$ cat src/rtl/ser_tx_pkg.sv
// Shared types and constants for the serial frame transmitter.
package ser_tx_pkg;

  typedef enum logic [2:0] {IDLE, START, DATA, PARITY, STOP} ser_tx_state_t;

  // Line level while no frame is being sent (also the stop-bit level).
  localparam logic IDLE_LEVEL = 1'b1;

endpackage

$ cat src/rtl/ser_baud_gen.sv
// Bit-period timer: bit_tick is high on the last cycle of every serial bit.
module ser_baud_gen #(
  parameter int CLKS_PER_BIT = 4
) (
  input  logic c,
  input  logic rst,
  input  logic clr,
  output logic bit_tick
);

  localparam int CW = $clog2(CLKS_PER_BIT) + 1;
  localparam logic [CW-1:0] LAST_CLK = CW'(CLKS_PER_BIT - 1);

  logic [CW-1:0] clkCnt;

  // Terminal count marks the last cycle of the current bit; CLKS_PER_BIT=1 ticks every cycle.
  assign bit_tick = (clkCnt == LAST_CLK);

  // Count clocks within a bit, restarting on each bit boundary or when a frame is accepted.
  always_ff @(posedge c) begin
    if (rst || clr || bit_tick) clkCnt <= '0;
    else                        clkCnt <= clkCnt + 1'b1;
  end

endmodule

$ cat src/rtl/ser_tx_logic_port.sv
// Parallel-in / serial-out frame transmitter: start, data LSB-first, optional parity, stop.
module ser_tx_logic_port #(
  parameter int DATA_W       = 8,
  parameter int CLKS_PER_BIT = 4,
  parameter int PARITY_EN    = 1,
  parameter int PARITY_ODD   = 0
) (
  input  logic              c,
  input  logic              rst,
  input  logic [DATA_W-1:0] tx_data,
  input  logic              tx_valid,
  output logic              tx_ready,
  output logic              txd,
  output logic              busy
);

  import ser_tx_pkg::*;

  localparam int BW = $clog2(DATA_W) + 1;
  localparam logic [BW-1:0] LAST_BIT = BW'(DATA_W - 1);

  ser_tx_state_t     state;
  logic [DATA_W-1:0] shreg;
  logic [DATA_W-1:0] shNext;
  logic [BW-1:0]     bitCnt;
  logic              parityBit;
  logic              bitTick;
  logic              accept;

  assign accept = tx_valid && tx_ready;
  assign shNext = shreg >> 1;
  assign busy   = (state != IDLE);

  // Restart the bit timer on acceptance so the start bit is a full bit period long.
  ser_baud_gen #(.CLKS_PER_BIT(CLKS_PER_BIT)) uBaud (
    .c       (c),
    .rst     (rst),
    .clr     (accept),
    .bit_tick(bitTick)
  );

  // Frame FSM with registered line and ready outputs; each state lasts one bit period.
  always_ff @(posedge c) begin
    if (rst) begin
      state     <= IDLE;
      txd       <= IDLE_LEVEL;
      tx_ready  <= 1'b1;
      shreg     <= '0;
      bitCnt    <= '0;
      parityBit <= 1'b0;
    end else begin
      case (state)
        IDLE: begin
          txd <= IDLE_LEVEL;
          if (accept) begin
            state     <= START;
            txd       <= 1'b0;
            tx_ready  <= 1'b0;
            shreg     <= tx_data;
            bitCnt    <= '0;
            // Parity is fixed from the latched word, so later tx_data changes cannot affect it.
            parityBit <= (^tx_data) ^ 1'(PARITY_ODD);
          end
        end
        START: if (bitTick) begin
          state  <= DATA;
          txd    <= shreg[0];
          bitCnt <= '0;
        end
        DATA: if (bitTick) begin
          if (bitCnt == LAST_BIT) begin
            if (PARITY_EN != 0) begin
              state <= PARITY;
              txd   <= parityBit;
            end else begin
              state <= STOP;
              txd   <= IDLE_LEVEL;
            end
          end else begin
            shreg  <= shNext;
            txd    <= shNext[0];
            bitCnt <= bitCnt + 1'b1;
          end
        end
        PARITY: if (bitTick) begin
          state <= STOP;
          txd   <= IDLE_LEVEL;
        end
        STOP: if (bitTick) begin
          state    <= IDLE;
          txd      <= IDLE_LEVEL;
          tx_ready <= 1'b1;
        end
        default: begin
          state    <= IDLE;
          txd      <= IDLE_LEVEL;
          tx_ready <= 1'b1;
        end
      endcase
    end
  end

endmodule

$ cat config.mk
export PLATFORM = sky130hd
export DESIGN_NAME = ser_tx_logic_port
export DESIGN_NICKNAME = d
export VERILOG_FILES = /design/src/rtl/ser_tx_pkg.sv /design/src/rtl/ser_baud_gen.sv /design/src/rtl/ser_tx_logic_port.sv
export SDC_FILE = /design/constraint.sdc
export NUM_CORES = 1
export LEC_CHECK = 0
export BUFFER_PORTS_ARGS = -buffer_cell sky130_fd_sc_hd__buf_2
export CAP_MARGIN = 0
export CELL_PAD_IN_SITES_DETAIL_PLACEMENT = 1
export CELL_PAD_IN_SITES_GLOBAL_PLACEMENT = 1
export CORE_MARGIN = 2
export CORE_UTILIZATION = 39
export DETAILED_ROUTE_END_ITERATION = 6
export GPL_TIMING_DRIVEN = 0
export PLACE_DENSITY = 0.71
export SYNTH_ARGS = -nofsm -noshare
export SYNTH_HDL_FRONTEND = slang
export SYNTH_SLANG_ARGS = --single-unit
$ cat constraint.sdc
create_clock -name c -period 1.6 [get_ports c]
set_input_delay 0.08 -clock c [delete_from_list [all_inputs] [get_ports c]]
set_output_delay 0.08 -clock c [all_outputs]
set_load 0.01 [all_outputs]
==> key figures <==
Global route
  – GRT overflow: 0
  – Pin count of the biggest net entering global routing: 13
  – Number of global-route vias before repair: 1081
  – Initial antenna violation count: 0
  – First-pass GRT wire length: 5.31 mm
  – Total GRT Usage: 0.204

Clocking
  – Root Driver: clkbuf_4
  – Num CTS Buffers: 3
  – Hold-fix buffers, CTS: 0
  – Worst-Skew Late Latency: 0.31 ns
  – H-tree depth: 1
  – Clock Sink Count: 21
  – CTS tree: built
  – Clk slew on worst S/H paths: 0.13 ns
  – Maximum root-to-sink buffer count: 2

Timing
  – Worst-margin pin slew: 0.580 ns
  – Fin. Hold Viols: 0
  – Final WS setup: -0.0921 ns
  – RSZ-0062 raised after global routing: true
  – Peak Freq: 591 MHz
  – Post-layout min period: 1.69 ns
  – Setup Viol. Count Final: 3
  – Tcrit/Tclk final: 1.06
  – Worst slew margin: 0.613
  – Max-slew violations: 0
  – Clock skew: 0.00835 ns

Finish
  – Footprint of the multi-input gates: 856 sq um
  – Number of diodes: 0
  – Fin util: 0.598
  – Share of cells above drive strength 1: 0.497
  – Area growth syn-to-layout: 42.6%
  – Fin nets: 176
  – Fill count: 327
  – Reg area: 440 sq um

Drt
  – Via/cell ratio: 5.85
  – Post-route ant nets: 0
  – Drt drc: 0
  – DRT iter0 DRCs: 31
  – Length of the first detailed-routing pass in iterations: 4
  – WL final: 3.67 mm
  – Via Count: 1123
  – WL per Instance: 19.1 microns

Synth
  – Post-synth top flop: dfxtp_1
  – Cell taking the most area after synthesis: dfxtp_1
  – Syn avg cell area: 9.33 sq um
  – YS warnings: 0
  – EDFF count, synth: 0
  – Area contributors post-synth: dfxtp_1 36%, a21oi_1 6.4%, mux2i_1 6.0%
  – Mapped Area: 1180 sq um
  – Async set or reset register ratio after synthesis: 0
  – Most frequent cell after synthesis: dfxtp_1
  – Seq/Total Area, Yosys: 0.357
  – Synth top cells by count: 21 x dfxtp_1, 15 x a21oi_1, 10 x nor2_1, 7 x mux2i_1, 7 x xnor2_1
  – Cells after Synth: 126
  – Synth unique cells: 39
  – Synth top area share: 0.357
  – Post-Syn Nets: 140
  – Synthesized flop and latch total: 21

Worst setup path
  – CP Launch Type: register
  – Crit-path max FO: 10
  – CP Data Arrival Time: 1.92 ns
  – Crit path capture type: register
  – Critical path class: register to register
  – Required @ worst endpoint: 1.82 ns

Outcome
  – Outcome: complete, but fails checks
  – Failing checks: negative setup slack

Power
  – VDD IR max: 0.000443 V
  – Static Leak: 0.683 nW
  – Power Density: 689 nW/um^2

Placed design
  – Hpwl dp: 2.06 mm
  – IO buf count: 12
  – Pre-CTS WS: -0.367 ns
  – GPL Wtd Cong: 0.696

Floorplan
  – Die width: 58.9 microns
  – Core Box Area: 2810 sq um
  – Die area: 3470 sq um
  – Starting Density: 0.419
  – Die Y: 58.9 microns
  – IO Count: 14
  – Site Rows: 19

Min path
  – HP Class: input pin to register

Run
  – Max cap viols: 0
## worst paths after layout
kind | start | end | slack, ns | cells after the start
min reg2reg | uBaud.clkCnt[0] | uBaud.clkCnt[0] | 0.46 | 1
min | tx_data[7] | shreg[7] | 0.05 | 3
max | state[0] | bitCnt[1] | -0.09 | 6
max reg2reg | state[0] | bitCnt[1] | -0.09 | 6
## area by class of cell
cell class	count	share of cell area
flip-flops and latches	21	0.263
well taps	31	0.0231
multi-input cells	93	0.510
plain buffers	7	0.0440
inverters	3	0.00672
clock buffers	3	0.0134
repair buffers	33	0.137
clock inverters	1	0.00299
## routing by layer
metal,routed length (microns),GRT usage,vias up
met5,0,0,-
met4,51,0.0877,0
met3,112,0.0198,6
met2,1930,0.343,26
met1,1570,0.265,554
li1,-,-,537
## placed cells by master, fill, tap and decap left out, types with 5 or more instances in the layout
| cell type | synthesis | layout |
|---|---|---|
| buf_4 | 0 | 20 |
| dfxtp_1 | 21 | 15 |
| buf_2 | 1 | 12 |
| nor2_1 | 10 | 9 |
| a21oi_1 | 15 | 8 |
| xnor2_1 | 7 | 7 |
| mux2i_1 | 7 | 7 |
| a21oi_2 | 0 | 7 |
| a311oi_2 | 3 | 5 |
| dfxtp_4 | 0 | 5 |
## report_power, final
part	internal [mW]	switching, mW
Combinational	0.151	0.157
Clock	0.0934	0.173
Sequential	0.553	0.0283
## state kept, by name, indices dropped and copies added, names as in the netlist
| name | flops |
|---|---|
| shreg | 8 |
| state | 3 |
| tx_ready | 1 |
| bitCnt | 4 |
| uBaud.clkCnt | 3 |
| parityBit | 1 |
| txd | 1 |
## metrics by stage
step / instances / instance area, sq um / TNS, ns / total power, mW / hold WS, ns
floorplan: 126 / 1210 / -0.0622 / 0.757 / 0.232
global placement: 169 / 1310 / -2.85 / 0.810 / 0.372
detailed placement: 169 / 1310 / -3.14 / 0.820 / 0.382
CTS: 180 / 1490 / -0.461 / 1.12 / 0.0436
global route: 192 / 1680 / -0.799 / 1.22 / 0.0780
finish: 192 / 1680 / -0.215 / 1.16 / 0.0539
## kinds of logic after synthesis
logic type,Yosys count,synth area share
compound gates,36,0.229
mux,10,0.0883
flops,21,0.357
simple gates,36,0.172
buf+inv,12,0.0617
fa+ha+maj,3,0.0319
xor+xnor,8,0.0596
## worst max-delay path, stage by stage, from the launching register on
cell	delay, ns
dfxtp_4	0.38
buf_4	0.18
nor3b_4	0.25
buf_6	0.15
nand2_1	0.05
or3_1	0.39
a21oi_1	0.20
## what timing repair did
action                                  in CTS  in global routing
endpoints found under the setup margin      15                 17
buffers inserted                             7                 13
cloned                                       1                  0
pin swaps                                   10                 17
resized for setup                           21                 30
Note: power is estimated with default switching activity, not from simulation.
